`config.mk`:
```
export PLATFORM = sky130hd
export DESIGN_NAME = key_down_detector
export DESIGN_NICKNAME = d
export VERILOG_FILES = /design/src/rtl/key_pkg.sv /design/src/rtl/key_sync.sv /design/src/rtl/key_down_detector.sv
export SDC_FILE = /design/constraint.sdc
export NUM_CORES = 1
export LEC_CHECK = 0
export BUFFER_PORTS_ARGS = -buffer_cell sky130_fd_sc_hd__buf_2
export CAP_MARGIN = 20
export CELL_PAD_IN_SITES_DETAIL_PLACEMENT = 1
export CELL_PAD_IN_SITES_GLOBAL_PLACEMENT = 1
export CORE_ASPECT_RATIO = 1.4
export CORE_MARGIN = 4
export CORE_UTILIZATION = 43
export CTS_BUF_LIST = sky130_fd_sc_hd__clkbuf_4
export DETAILED_ROUTE_END_ITERATION = 8
export PLACE_DENSITY = 0.81
export RECOVER_POWER = 100
export SETUP_SLACK_MARGIN = 0.2
export SLEW_MARGIN = 5
export SYNTH_ARGS = -nofsm -noshare
export SYNTH_HDL_FRONTEND = slang
export SYNTH_SLANG_ARGS = --single-unit
```
`constraint.sdc`:
```
create_clock -name clk -period 2.05 [get_ports clk]
set_clock_uncertainty 0.05 [all_clocks]
set_input_delay 0.1025 -clock clk [delete_from_list [all_inputs] [get_ports clk]]
set_output_delay 0.1025 -clock clk [all_outputs]
set_load 0.005 [all_outputs]
```
`src/rtl/key_pkg.sv`:
```
// key_pkg: shared types and default constants for the push-button debouncer.
//   key_state_t   - debounce FSM state encoding
//   Default*      - default parameter values (50 MHz system clock)
//   key_max()     - helper used to size the auto-repeat timer
package key_pkg;

  typedef enum logic [1:0] {
    IDLE,
    PRESS_CHK,
    PRESSED,
    RELEASE_CHK
  } key_state_t;

  localparam int unsigned DefaultDebounceCycles = 500000;    // 10 ms
  localparam int unsigned DefaultRepeatDelay    = 25000000;  // 500 ms
  localparam int unsigned DefaultRepeatPeriod   = 5000000;   // 100 ms

  function automatic int unsigned key_max(input int unsigned a, input int unsigned b);
    return (a > b) ? a : b;
  endfunction

endpackage

```
`src/rtl/key_sync.sv`:
```
// key_sync: N-flop synchronizer for a single asynchronous bit.
//   clk     - destination clock
//   rst     - synchronous active-low reset
//   rst_val - value every flop takes during reset
//   d       - asynchronous input
//   q       - synchronized output (last flop of the chain)
module key_sync #(
  parameter int unsigned N = 2
) (
  input  logic clk,
  input  logic rst,
  input  logic rst_val,
  input  logic d,
  output logic q
);

  logic [N-1:0] chain_q;

  always_ff @(posedge clk) begin
    if (!rst) begin
      chain_q <= {N{rst_val}};
    end else begin
      chain_q <= {chain_q[N-2:0], d};
    end
  end

  assign q = chain_q[N-1];

endmodule

```
`src/rtl/key_down_detector.sv`:
```
// key_down_detector: debounces one raw active-low push-button.
//   clk             - system clock
//   rst             - synchronous active-low reset
//   i_key_n         - raw button, 0 = pressed, asynchronous, may bounce
//   o_down_detected - one-cycle pulse per accepted press (and per repeat)
//   o_up_detected   - one-cycle pulse per accepted release
//   o_pressed       - debounced level, 1 = held
// Optional feature: define KEY_AUTO_REPEAT_EN to add auto-repeat pulses while
// the key is held (REPEAT_DELAY to the first repeat, then every REPEAT_PERIOD).
module key_down_detector
  import key_pkg::*;
#(
  parameter int unsigned DEBOUNCE_CYCLES = DefaultDebounceCycles,
  parameter int unsigned CNT_W           = 20
`ifdef KEY_AUTO_REPEAT_EN
  ,
  parameter int unsigned REPEAT_DELAY    = DefaultRepeatDelay,
  parameter int unsigned REPEAT_PERIOD   = DefaultRepeatPeriod
`endif
) (
  input  logic clk,
  input  logic rst,
  input  logic i_key_n,
  output logic o_down_detected,
  output logic o_up_detected,
  output logic o_pressed
);

  localparam logic [CNT_W-1:0] CntLast = CNT_W'(DEBOUNCE_CYCLES - 1);

  logic       sync2;
  logic       key_s;
  key_state_t state_q, state_d;
  logic [CNT_W-1:0] cnt_q, cnt_d;
  logic       down_q, down_d;
  logic       up_q, up_d;

  // Flops reset to 1 so a reset never looks like a press.
  key_sync #(
    .N (2)
  ) u_key_sync (
    .clk     (clk),
    .rst     (rst),
    .rst_val (1'b1),
    .d       (i_key_n),
    .q       (sync2)
  );

  assign key_s = ~sync2;

`ifdef KEY_AUTO_REPEAT_EN
  localparam int unsigned RptW = $clog2(key_max(REPEAT_DELAY, REPEAT_PERIOD) + 1);
  localparam logic [RptW-1:0] DelayLast  = RptW'(REPEAT_DELAY - 1);
  localparam logic [RptW-1:0] PeriodLast = RptW'(REPEAT_PERIOD - 1);

  logic [RptW-1:0] rpt_q, rpt_d;
  logic            first_q, first_d;  // still waiting for the first repeat
`endif

  always_comb begin
    state_d = state_q;
    cnt_d   = cnt_q;
    down_d  = 1'b0;
    up_d    = 1'b0;

    unique case (state_q)
      IDLE: begin
        if (key_s) begin
          state_d = PRESS_CHK;
          cnt_d   = '0;
        end
      end
      PRESS_CHK: begin
        if (!key_s) begin
          state_d = IDLE;
          cnt_d   = '0;
        end else if (cnt_q == CntLast) begin
          state_d = PRESSED;
          cnt_d   = '0;
          down_d  = 1'b1;
        end else begin
          cnt_d = cnt_q + 1'b1;
        end
      end
      PRESSED: begin
        if (!key_s) begin
          state_d = RELEASE_CHK;
          cnt_d   = '0;
        end
      end
      RELEASE_CHK: begin
        if (key_s) begin
          state_d = PRESSED;
          cnt_d   = '0;
        end else if (cnt_q == CntLast) begin
          state_d = IDLE;
          cnt_d   = '0;
          up_d    = 1'b1;
        end else begin
          cnt_d = cnt_q + 1'b1;
        end
      end
      default: begin
        state_d = IDLE;
        cnt_d   = '0;
      end
    endcase

`ifdef KEY_AUTO_REPEAT_EN
    rpt_d   = rpt_q;
    first_d = first_q;
    if (state_q == PRESS_CHK && state_d == PRESSED) begin
      rpt_d   = '0;
      first_d = 1'b1;
    end else if ((state_q == PRESSED || state_q == RELEASE_CHK) && state_d != IDLE) begin
      // Leaving for IDLE freezes the timer, which also keeps a repeat pulse
      // from ever coinciding with the release pulse.
      if (rpt_q == (first_q ? DelayLast : PeriodLast)) begin
        rpt_d   = '0;
        first_d = 1'b0;
        down_d  = 1'b1;
      end else begin
        rpt_d = rpt_q + 1'b1;
      end
    end
`endif
  end

  always_ff @(posedge clk) begin
    if (!rst) begin
      state_q <= IDLE;
      cnt_q   <= '0;
      down_q  <= 1'b0;
      up_q    <= 1'b0;
    end else begin
      state_q <= state_d;
      cnt_q   <= cnt_d;
      down_q  <= down_d;
      up_q    <= up_d;
    end
  end

`ifdef KEY_AUTO_REPEAT_EN
  always_ff @(posedge clk) begin
    if (!rst) begin
      rpt_q   <= '0;
      first_q <= 1'b0;
    end else begin
      rpt_q   <= rpt_d;
      first_q <= first_d;
    end
  end
`endif

  assign o_down_detected = down_q;
  assign o_up_detected   = up_q;
  assign o_pressed       = (state_q == PRESSED) || (state_q == RELEASE_CHK);

endmodule

```
==> results of run 1 <==
-- Yosys cell counts --
cell                       instances  share of area
sky130_fd_sc_hd__nand4_1           5          0.023
sky130_fd_sc_hd__xnor2_1           2          0.013
sky130_fd_sc_hd__o211a_1           1         0.0075
sky130_fd_sc_hd__buf_2             3          0.011
sky130_fd_sc_hd__o21a_1            1         0.0056
sky130_fd_sc_hd__ha_1              1         0.0093
sky130_fd_sc_hd__nor2b_1           1         0.0047
sky130_fd_sc_hd__dfxtp_1          26           0.39
sky130_fd_sc_hd__inv_1             2         0.0056
sky130_fd_sc_hd__a211oi_4          1          0.015
sky130_fd_sc_hd__or2_2             3          0.014
sky130_fd_sc_hd__nand2b_1          2         0.0093
sky130_fd_sc_hd__a22o_1            1         0.0065
sky130_fd_sc_hd__nand2_1          23          0.064
sky130_fd_sc_hd__mux2i_1           4          0.030
sky130_fd_sc_hd__a22oi_1           1         0.0056
sky130_fd_sc_hd__clkbuf_1          3         0.0084
sky130_fd_sc_hd__nor2_1           10          0.028
sky130_fd_sc_hd__a41oi_1           3          0.020
sky130_fd_sc_hd__nand3_1          13          0.049
sky130_fd_sc_hd__and3b_1           2          0.013
sky130_fd_sc_hd__or4_4             1         0.0084
sky130_fd_sc_hd__nor4_1            3          0.014
sky130_fd_sc_hd__o21ai_0           7          0.026
sky130_fd_sc_hd__nand4b_1          1         0.0065
sky130_fd_sc_hd__nor3_1            3          0.011
sky130_fd_sc_hd__or4_1             1         0.0056
sky130_fd_sc_hd__nand3b_1          1         0.0056
sky130_fd_sc_hd__and4_1            3          0.020
sky130_fd_sc_hd__or2b_1            1         0.0056
sky130_fd_sc_hd__a31oi_1          14          0.065
sky130_fd_sc_hd__clkinv_1          1         0.0028
sky130_fd_sc_hd__and2_1            2         0.0093
sky130_fd_sc_hd__and3_1            1         0.0047
sky130_fd_sc_hd__buf_6             2          0.017
sky130_fd_sc_hd__a21oi_2           1         0.0065
sky130_fd_sc_hd__a21oi_1           8          0.030
sky130_fd_sc_hd__nor4_4            2          0.032
-- state kept, by name, summed over array words and instances, names as in the netlist, named ones only --
signal	count
state_q	1
o_up_detected	1
o_down_detected	1
u_key_sync.chain_q	2
cnt_q	20
-- stage by stage --
| stage | setup TNS (ns) | hold slack, ns | std cells | worst slack, ns |
|---|---|---|---|---|
| 2_1_floorplan | 0 | 0.154 | 160 | 0.179 |
| 3_3_place_gp | -0.0673 | 0.241 | 216 | -0.0506 |
| 3_5_place_dp | -1.24 | 0.240 | 216 | -0.154 |
| 4_1_cts | 0 | 0.0716 | 229 | 0.141 |
| 5_1_grt | 0 | 0.0921 | 233 | 0.0226 |
| 6_report | 0 | 0.0774 | 233 | 0.0614 |
-- cells by family (layout without fill, tap and decap cells) --
group	count (synthesis)	after routing
DFF	26	26
AOI/OAI and AO/OA	38	41
adders and majority gates	1	1
muxes	4	4
buffers and inverters	11	44
and+or+nand+nor	78	78
xor gates and xnor gates	2	2
-- layer usage --
metal | vias up | track usage
met5 | - | 0
met4 | 0 | 0.0865
met3 | 16 | 0.0191
met2 | 29 | 0.461
met1 | 752 | 0.267
li1 | 673 | -
-- area by class of cell --
type / count / area, um2 / share of cell area
Clock inverter: 1 / 3.75 / 0.00213
Tap cell: 37 / 46.3 / 0.0263
Sequential cell: 26 / 522 / 0.297
Inverter: 3 / 11.3 / 0.00640
Multi-Input combinational cell: 126 / 885 / 0.503
Timing Repair Buffer: 37 / 269 / 0.153
Clock buffer: 3 / 22.5 / 0.0128
-- timing repair --
action                                  in CTS  in global routing
cloned                                       3                  0
hold buffers                                 1                  0
endpoints found under the setup margin      23                 23
setup buffers                                5                  4
pin swaps                                    7                 17
endpoints found under the hold margin        1                  0
gates resized for setup                     14                 16
-- worst reg2reg max path, cell delays in order, from the launching register on --
cell and delay, ns:
sky130_fd_sc_hd__dfxtp_1 0.34, sky130_fd_sc_hd__or4_4 0.55, sky130_fd_sc_hd__nor4_4 0.27, sky130_fd_sc_hd__buf_6 0.21, sky130_fd_sc_hd__a211oi_4 0.12, sky130_fd_sc_hd__a31oi_1 0.27
sky130_fd_sc_hd__a31oi_1 0.08
-- where the power goes --
part	total [mW]	switching, mW	internal [mW]	leakage [nW]
sequential	0.512	0.00278	0.509	0.210
combinational	0.0513	0.0351	0.0162	0.407
clock	0.232	0.161	0.0716	0.0154
total	0.795	0.199	0.597	0.633
-- worst paths after layout --
check / startpoint / endpoint / slack (ns) / cells after the start
worst max-delay path: cnt_q[10]$_SDFFE_PN0P_ / cnt_q[5]$_SDFFE_PN0P_ / 0.06 / 6
worst min-delay path: rst / u_key_sync.chain_q[0]$_SDFF_PN1_ / 0.08 / 3
worst max register to register: cnt_q[10]$_SDFFE_PN0P_ / cnt_q[5]$_SDFFE_PN0P_ / 0.06 / 6
worst min register to register: u_key_sync.chain_q[0]$_SDFF_PN1_ / u_key_sync.chain_q[1]$_SDFF_PN1_ / 0.40 / 1
==> report_table.html, run 1 <==
<table>
<tr><th>Metric</th><th>Value</th></tr>
<tr><th colspan="2">Final layout</th></tr>
<tr><td>Layout net count</td><td>201</td></tr>
<tr><td>Layout overhead on the synthesized area</td><td>31.2%</td></tr>
<tr><td>Proportion of layout cells with a drive suffix above 1</td><td>0.306</td></tr>
<tr><td>Leading cell type in the layout, fill and taps excluded</td><td>sky130_fd_sc_hd__buf_4</td></tr>
<tr><td>Antenna Cells</td><td>0</td></tr>
<tr><td>Finished Cell Area</td><td>between 1500 and 2000 um2</td></tr>
<tr><td>Most frequent cells in the layout</td><td>sky130_fd_sc_hd__buf_4, sky130_fd_sc_hd__dfxtp_1, sky130_fd_sc_hd__nand2_1, sky130_fd_sc_hd__a31oi_1, sky130_fd_sc_hd__nand3_1</td></tr>
<tr><td>Fillers</td><td>382</td></tr>
<tr><td>Utilization after layout</td><td>0.599</td></tr>
<tr><th colspan="2">Clock network</th></tr>
<tr><td>Worst-skew pair later-pin latency</td><td>between 0.3 and 0.4 ns</td></tr>
<tr><td>Total number of H-tree levels</td><td>1</td></tr>
<tr><td>Clock tree from TritonCTS</td><td>done</td></tr>
<tr><td>Clock sinks</td><td>26</td></tr>
<tr><td>Buffer cell driving the clock tree root</td><td>sky130_fd_sc_hd__clkbuf_4</td></tr>
<tr><td>Inserted Clock Buffers</td><td>3</td></tr>
<tr><td>Number of buffers between clock root and the deepest sink</td><td>2</td></tr>
<tr><td>Clk pin slew, worst setup/hold paths</td><td>0.15 ns</td></tr>
<tr><th colspan="2">Yosys</th></tr>
<tr><td>Number of warnings issued by yosys</td><td>0</td></tr>
<tr><td>Post-Synthesis Mean Instance Area</td><td>8.38 um2</td></tr>
<tr><td>Post-synth net total</td><td>164</td></tr>
<tr><td>Sequential element share of the synthesized area</td><td>0.388</td></tr>
<tr><td>Share of cell area taken by muxes after synthesis</td><td>0.0299</td></tr>
<tr><td>Adder-cell share of the synthesized area</td><td>0.00933</td></tr>
<tr><td>Post-synth design cell area</td><td>1340 um2</td></tr>
<tr><td>Synthesized instance count</td><td>160</td></tr>
<tr><td>Main combinational cell family by area after synthesis</td><td>simple AND/OR/NAND/NOR gates</td></tr>
<tr><td>Xor and xnor area share after synthesis</td><td>0.0131</td></tr>
<tr><td>Synthesized-area fraction occupied by ao, oa, aoi and oai cells</td><td>0.187</td></tr>
<tr><td>Post-synthesis register bit count</td><td>26</td></tr>
<tr><td>Synthesized-area fraction occupied by and/or/nand/nor cells</td><td>0.327</td></tr>
<tr><td>Distinct cell type count after synthesis</td><td>38</td></tr>
<tr><th colspan="2">Setup path</th></tr>
<tr><td>Slowest stage delay, CP</td><td>0.55 ns</td></tr>
<tr><td>Data arrival time of the critical path</td><td>2.16 ns</td></tr>
<tr><td>Total buffers and inverters traversed by the critical path</td><td>1</td></tr>
<tr><td>Critical Path Most Common Cell</td><td>sky130_fd_sc_hd__a31oi_1</td></tr>
<tr><td>Slowest stage cell, crit path</td><td>sky130_fd_sc_hd__or4_4</td></tr>
<tr><td>Top Family by Delay on Critical Path</td><td>simple AND/OR/NAND/NOR gates</td></tr>
<tr><td>Category of the worst setup path capture point</td><td>flop</td></tr>
<tr><td>Crit Path Class</td><td>reg2reg</td></tr>
<tr><td>Startpoint kind of the worst setup timing path</td><td>flop</td></tr>
<tr><td>Cells along the critical path</td><td>or4_4 &gt; nor4_4 &gt; buf_6 &gt; a211oi_4 &gt; a31oi_1 &gt; a31oi_1</td></tr>
<tr><td>Crit path max fanout</td><td>7</td></tr>
<tr><td>Required time worst endpoint</td><td>around 2.2 ns</td></tr>
<tr><th colspan="2">Run</th></tr>
<tr><td>Number of maximum-capacitance constraint violations</td><td>0</td></tr>
<tr><th colspan="2">Drt</th></tr>
<tr><td>Detailed router's first-iteration violation count</td><td>39</td></tr>
<tr><td>Routed wire length on met2</td><td>2630 um</td></tr>
<tr><td>Total DRC errors in the routed layout</td><td>0</td></tr>
<tr><td>TritonRoute pass-1 iters</td><td>5</td></tr>
<tr><td>Highest metal layer with signal wires</td><td>met4</td></tr>
<tr><td>Routed vias</td><td>1,470</td></tr>
<tr><td>Met3 WL post-DR</td><td>127 um</td></tr>
<tr><td>Vias/cell</td><td>between 6 and 7</td></tr>
<tr><td>WL/cell</td><td>20.7 um</td></tr>
<tr><td>Metal-1 WL</td><td>between 1500 and 2000 um</td></tr>
<tr><td>Number of nets with antenna violations after routing</td><td>0</td></tr>
<tr><td>Wire length reported by the detailed router</td><td>4810 um</td></tr>
<tr><th colspan="2">Placed design</th></tr>
<tr><td>Estimated wirelength of the detail-placed design</td><td>2790 um</td></tr>
<tr><td>Port Buf Inserts</td><td>5</td></tr>
<tr><td>Weighted congestion reported at the end of routability-driven placement</td><td>around 0.84</td></tr>
<tr><td>Placed instance area</td><td>1550 um2</td></tr>
<tr><th colspan="2">Global routing</th></tr>
<tr><td>All-Layer GR Usage</td><td>0.236</td></tr>
<tr><td>Global-route wire length before repair</td><td>7630 um</td></tr>
<tr><td>Pin count of the biggest net entering global routing</td><td>15</td></tr>
<tr><td>Number of global-route vias before repair</td><td>1,578</td></tr>
<tr><td>Leftover overflow at the end of global routing</td><td>0</td></tr>
<tr><td>Antenna violations before repair</td><td>0</td></tr>
<tr><th colspan="2">Power and ir drop</th></tr>
<tr><td>VDD IR-drop max</td><td>0.000417 V</td></tr>
<tr><td>Pleak</td><td>0.633 nW</td></tr>
<tr><td>Total power</td><td>between 0.7 and 0.8 mW</td></tr>
<tr><td>Power per Cell Area</td><td>452 nW/um2</td></tr>
<tr><th colspan="2">Timing</th></tr>
<tr><td>Maximum clock frequency</td><td>between 500 and 600 MHz</td></tr>
<tr><td>Transition time at the pin with the least slew margin</td><td>roughly 0.5 ns</td></tr>
<tr><td>Unrepaired setup endpoints after global routing</td><td>true</td></tr>
<tr><td>Final-report max-slew violation count</td><td>0</td></tr>
<tr><td>Remaining max-slew budget at the tightest pin</td><td>0.660</td></tr>
<tr><td>Share of the clock period used by the worst path</td><td>0.970</td></tr>
<tr><td>Final period demand of the worst path</td><td>1.99 ns</td></tr>
<tr><td>Setup violations, final</td><td>0</td></tr>
<tr><td>Endpoints failing hold</td><td>0</td></tr>
<tr><th colspan="2">Floorplanning</th></tr>
<tr><td>Starting density of the core</td><td>0.457</td></tr>
<tr><td>Die W</td><td>55.2 um</td></tr>
<tr><td>Std cell rows</td><td>23</td></tr>
<tr><td>Boundary Pins</td><td>6</td></tr>
<tr><td>Die H</td><td>74.1 um</td></tr>
<tr><td>Full die area</td><td>4090 um2</td></tr>
<tr><td>Placeable core area</td><td>2940 um2</td></tr>
<tr><th colspan="2">Worst hold path</th></tr>
<tr><td>Min-Delay Path Class</td><td>in2reg</td></tr>
<tr><th colspan="2">Status</th></tr>
<tr><td>Run status</td><td>finished clean</td></tr>
</table>
Note: power is estimated with default switching activity, not from simulation.
==> inputs of run 2 (changes only) <==
- PLACE_DENSITY: 0.81 -> not set
- PLACE_DENSITY_LB_ADDON: not set -> 0.1
==> report_table.html, run 2 (same netlist as run 1, synthesis figures left out) <==
<table>
<tr><th>Metric</th><th>Value</th></tr>
<tr><th colspan="2">Status</th></tr>
<tr><td>Run status</td><td>complete, but fails checks (was finished clean)</td></tr>
<tr><td>Violated checks</td><td>setup timing</td></tr>
<tr><th colspan="2">Power and ir drop</th></tr>
<tr><td>Share of total power in combinational logic</td><td>0.062 (was 0.065)</td></tr>
<tr><td>Total net switching power</td><td>0.223 mW (was 0.199 mW)</td></tr>
<tr><td>Internal Dissipation</td><td>0.728 mW (was 0.597 mW)</td></tr>
<tr><td>VDD IR-drop max</td><td>0.000302 V (was 0.000417 V)</td></tr>
<tr><td>Pleak</td><td>0.710 nW (was 0.633 nW)</td></tr>
<tr><td>Power per Cell Area</td><td>486 nW/um2 (was 452 nW/um2)</td></tr>
<tr><td>Clock power frac</td><td>0.397 (was 0.292)</td></tr>
<tr><td>Total power</td><td>0.950 mW (was 0.795 mW)</td></tr>
<tr><td>Register share of total power</td><td>0.541 (was 0.643)</td></tr>
<tr><td>Switching share of total power</td><td>0.234 (was 0.250)</td></tr>
<tr><th colspan="2">Floorplanning</th></tr>
<tr><td>Placeable core area</td><td>2940 um2 (unchanged)</td></tr>
<tr><td>Starting density of the core</td><td>0.457 (unchanged)</td></tr>
<tr><td>Full die area</td><td>4090 um2 (unchanged)</td></tr>
<tr><td>Boundary Pins</td><td>6 (unchanged)</td></tr>
<tr><td>Die W</td><td>55.2 um (unchanged)</td></tr>
<tr><td>Die H</td><td>74.1 um (unchanged)</td></tr>
<tr><td>Std cell rows</td><td>23 (unchanged)</td></tr>
<tr><th colspan="2">Setup path</th></tr>
<tr><td>Critical Path Sink</td><td>cnt_q[19]$_SDFFE_PN0P_ (was cnt_q[5]$_SDFFE_PN0P_)</td></tr>
<tr><td>Crit path max fanout</td><td>7 (unchanged)</td></tr>
<tr><td>Startpoint kind of the worst setup timing path</td><td>flop (unchanged)</td></tr>
<tr><td>Required time worst endpoint</td><td>2.24 ns (was 2.22 ns)</td></tr>
<tr><td>Slowest stage cell, crit path</td><td>sky130_fd_sc_hd__nor4_1 (was sky130_fd_sc_hd__or4_4)</td></tr>
<tr><td>Cells along the critical path</td><td>buf_4 &gt; nand4_1 &gt; nor4_1 &gt; buf_4 &gt; nand3_1 &gt; o21ai_0 &gt; a31oi_1 (was or4_4 &gt; nor4_4 &gt; buf_6 &gt; a211oi_4 &gt; a31oi_1 &gt; a31oi_1)</td></tr>
<tr><td>Logic depth of the worst register-to-register path</td><td>7 (was 6)</td></tr>
<tr><td>Category of the worst setup path capture point</td><td>flop (unchanged)</td></tr>
<tr><td>Critical Path Most Common Cell</td><td>sky130_fd_sc_hd__buf_4 (was sky130_fd_sc_hd__a31oi_1)</td></tr>
<tr><td>Data arrival time of the critical path</td><td>2.36 ns (was 2.16 ns)</td></tr>
<tr><td>Reg2Reg Launch Point</td><td>cnt_q[7]$_SDFFE_PN0P_ (was cnt_q[10]$_SDFFE_PN0P_)</td></tr>
<tr><td>Critical path startpoint</td><td>cnt_q[7]$_SDFFE_PN0P_ (was cnt_q[10]$_SDFFE_PN0P_)</td></tr>
<tr><td>Reg2Reg Capture Point</td><td>cnt_q[19]$_SDFFE_PN0P_ (was cnt_q[5]$_SDFFE_PN0P_)</td></tr>
<tr><td>Crit Path Class</td><td>reg2reg (unchanged)</td></tr>
<tr><td>Setup slack on the worst flop-to-flop path</td><td>-0.12 ns (was 0.06 ns)</td></tr>
<tr><td>Slowest stage delay, CP</td><td>0.42 ns (was 0.55 ns)</td></tr>
<tr><th colspan="2">Global routing</th></tr>
<tr><td>Pin count of the biggest net entering global routing</td><td>16 (was 15)</td></tr>
<tr><td>Global-route wire length before repair</td><td>8380 um (was 7630 um)</td></tr>
<tr><td>Number of global-route vias before repair</td><td>1,587 (was 1,578)</td></tr>
<tr><td>Antenna violations before repair</td><td>0 (unchanged)</td></tr>
<tr><td>All-Layer GR Usage</td><td>0.266 (was 0.236)</td></tr>
<tr><td>Leftover overflow at the end of global routing</td><td>0 (unchanged)</td></tr>
<tr><th colspan="2">Drt</th></tr>
<tr><td>Vias/cell</td><td>6.59 (was 6.31)</td></tr>
<tr><td>Routed vias</td><td>1,563 (was 1,470)</td></tr>
<tr><td>Metal-1 WL</td><td>2400 um (was 1870 um)</td></tr>
<tr><td>Detailed router's first-iteration violation count</td><td>102 (was 39)</td></tr>
<tr><td>Highest metal layer with signal wires</td><td>met4 (unchanged)</td></tr>
<tr><td>TritonRoute pass-1 iters</td><td>4 (was 5)</td></tr>
<tr><td>Wire length reported by the detailed router</td><td>6340 um (was 4810 um)</td></tr>
<tr><td>Number of nets with antenna violations after routing</td><td>0 (unchanged)</td></tr>
<tr><td>Routed wire length on met2</td><td>3360 um (was 2630 um)</td></tr>
<tr><td>WL/cell</td><td>26.7 um (was 20.7 um)</td></tr>
<tr><td>Met3 WL post-DR</td><td>288 um (was 127 um)</td></tr>
<tr><td>Total DRC errors in the routed layout</td><td>0 (unchanged)</td></tr>
<tr><th colspan="2">Clock network</th></tr>
<tr><td>Worst-skew pair later-pin latency</td><td>0.35 ns (was 0.33 ns)</td></tr>
<tr><td>Clock sinks</td><td>26 (unchanged)</td></tr>
<tr><td>Inserted Clock Buffers</td><td>3 (unchanged)</td></tr>
<tr><td>Clk pin slew, worst setup/hold paths</td><td>0.17 ns (was 0.15 ns)</td></tr>
<tr><td>Total number of H-tree levels</td><td>1 (unchanged)</td></tr>
<tr><td>Number of buffers between clock root and the deepest sink</td><td>2 (unchanged)</td></tr>
<tr><td>Buffer cell driving the clock tree root</td><td>sky130_fd_sc_hd__clkbuf_4 (unchanged)</td></tr>
<tr><td>Clock tree from TritonCTS</td><td>done (unchanged)</td></tr>
<tr><th colspan="2">Worst hold path</th></tr>
<tr><td>Min-Delay Path Class</td><td>in2reg (unchanged)</td></tr>
<tr><th colspan="2">Timing</th></tr>
<tr><td>Setup violations, final</td><td>2 (was 0)</td></tr>
<tr><td>Final period demand of the worst path</td><td>2.17 ns (was 1.99 ns)</td></tr>
<tr><td>Final worst slack</td><td>-0.119 ns (was 0.0614 ns)</td></tr>
<tr><td>Remaining max-slew budget at the tightest pin</td><td>0.666 (was 0.660)</td></tr>
<tr><td>Transition time at the pin with the least slew margin</td><td>0.499 ns (was 0.509 ns)</td></tr>
<tr><td>Unrepaired setup endpoints after global routing</td><td>true (unchanged)</td></tr>
<tr><td>Maximum clock frequency</td><td>461 MHz (was 503 MHz)</td></tr>
<tr><td>Share of the clock period used by the worst path</td><td>1.06 (was 0.970)</td></tr>
<tr><td>Final-report max-slew violation count</td><td>0 (unchanged)</td></tr>
<tr><td>Endpoints failing hold</td><td>0 (unchanged)</td></tr>
<tr><th colspan="2">Final layout</th></tr>
<tr><td>Antenna Cells</td><td>0 (unchanged)</td></tr>
<tr><td>Layout net count</td><td>205 (was 201)</td></tr>
<tr><td>Layout overhead on the synthesized area</td><td>45.6% (was 31.2%)</td></tr>
<tr><td>Proportion of layout cells with a drive suffix above 1</td><td>0.420 (was 0.306)</td></tr>
<tr><td>Leading cell type in the layout, fill and taps excluded</td><td>sky130_fd_sc_hd__buf_4 (unchanged)</td></tr>
<tr><td>Largest register by flop count</td><td>cnt_q (unchanged)</td></tr>
<tr><td>Top flop regs</td><td>cnt_q x20, u_key_sync.chain_q x2 (unchanged)</td></tr>
<tr><td>Fillers</td><td>342 (was 382)</td></tr>
<tr><td>Most frequent cells in the layout</td><td>sky130_fd_sc_hd__buf_4, sky130_fd_sc_hd__dfxtp_1, sky130_fd_sc_hd__nand2_1, sky130_fd_sc_hd__a31oi_1, sky130_fd_sc_hd__nand3_1 (unchanged)</td></tr>
<tr><td>Largest register FFs</td><td>20 (unchanged)</td></tr>
<tr><td>Finished Cell Area</td><td>1950 um2 (was 1760 um2)</td></tr>
<tr><th colspan="2">Placed design</th></tr>
<tr><td>Weighted congestion reported at the end of routability-driven placement</td><td>0.793 (was 0.840)</td></tr>
<tr><td>Placed instance area</td><td>1570 um2 (was 1550 um2)</td></tr>
<tr><td>Port Buf Inserts</td><td>5 (unchanged)</td></tr>
<tr><td>Pre-CTS worst setup slack</td><td>-0.166 ns (was -0.154 ns)</td></tr>
<tr><td>Estimated wirelength of the detail-placed design</td><td>3000 um (was 2790 um)</td></tr>
<tr><th colspan="2">Run</th></tr>
<tr><td>Number of maximum-capacitance constraint violations</td><td>0 (unchanged)</td></tr>
</table>
==> run 2: timing repair <==
action	CTS	global route
cloned	2	1
buffers inserted	8	3
setup endpoints to repair	23	23
hold endpoints to repair	1	0
hold buffers	1	0
pin swaps	9	11
gates resized for setup	8	34
==> run 2: area by class of cell <==
type / instances / area, um2 / share of cell area
Tap cell: 37 / 46.3 / 0.0237
Multi-Input combinational cell: 125 / 981 / 0.502
Sequential cell: 26 / 526 / 0.269
Clock inverter: 1 / 30.0 / 0.0154
Inverter: 3 / 11.3 / 0.00577
Clock buffer: 3 / 22.5 / 0.0115
Timing Repair Buffer: 42 / 337 / 0.172
==> run 2: power by group through the flow <==
stage	Combinational [mW]	Clock, mW	Sequential, mW
after floorplan	0.0253	0	0.522
after global placement	0.0385	0	0.523
after global routing	0.0630	0.405	0.515
after CTS	0.0482	0.370	0.512
after detailed placement	0.0411	0	0.523
final	0.0592	0.377	0.514
==> run 2: worst min-delay path by stage <==
stage          startpoint                               end  slack (ns)  cells after the start
3_3_place_gp      i_key_n  u_key_sync.chain_q[0]$_SDFF_PN1_        0.23                      2
6_report              rst  u_key_sync.chain_q[1]$_SDFF_PN1_        0.05                      3
4_1_cts               rst  u_key_sync.chain_q[1]$_SDFF_PN1_        0.06                      3
3_5_place_dp      i_key_n  u_key_sync.chain_q[0]$_SDFF_PN1_        0.26                      2
5_1_grt               rst  u_key_sync.chain_q[0]$_SDFF_PN1_        0.06                      3
2_1_floorplan     i_key_n  u_key_sync.chain_q[0]$_SDFF_PN1_        0.15                      1
==> run 2: critical path: cells and delay by family, from the launching register on <==
family,cells,cell delay [ns]
AOI/OAI and AO/OA,2,0.33
buffers and inverters,2,0.40
DFF,1,0.39
and+or+nand+nor,3,0.88
==> run 2: stage by stage <==
step,std cells,hold slack (ns),utilization,setup TNS [ns]
global route,237,0.0616,0.665,-0.621
CTS,233,0.0555,0.603,0
detailed placement,218,0.258,0.534,-1.33
floorplan,160,0.154,-,0
finish,237,0.0488,0.665,-0.132
global placement,218,0.231,0.534,-0.0621
==> run 2: metal layers <==
metal	vias to the layer above	track usage
met4	0	0.0919
li1	675	-
met3	28	0.0365
met1	789	0.295
met2	71	0.517
met5	-	0
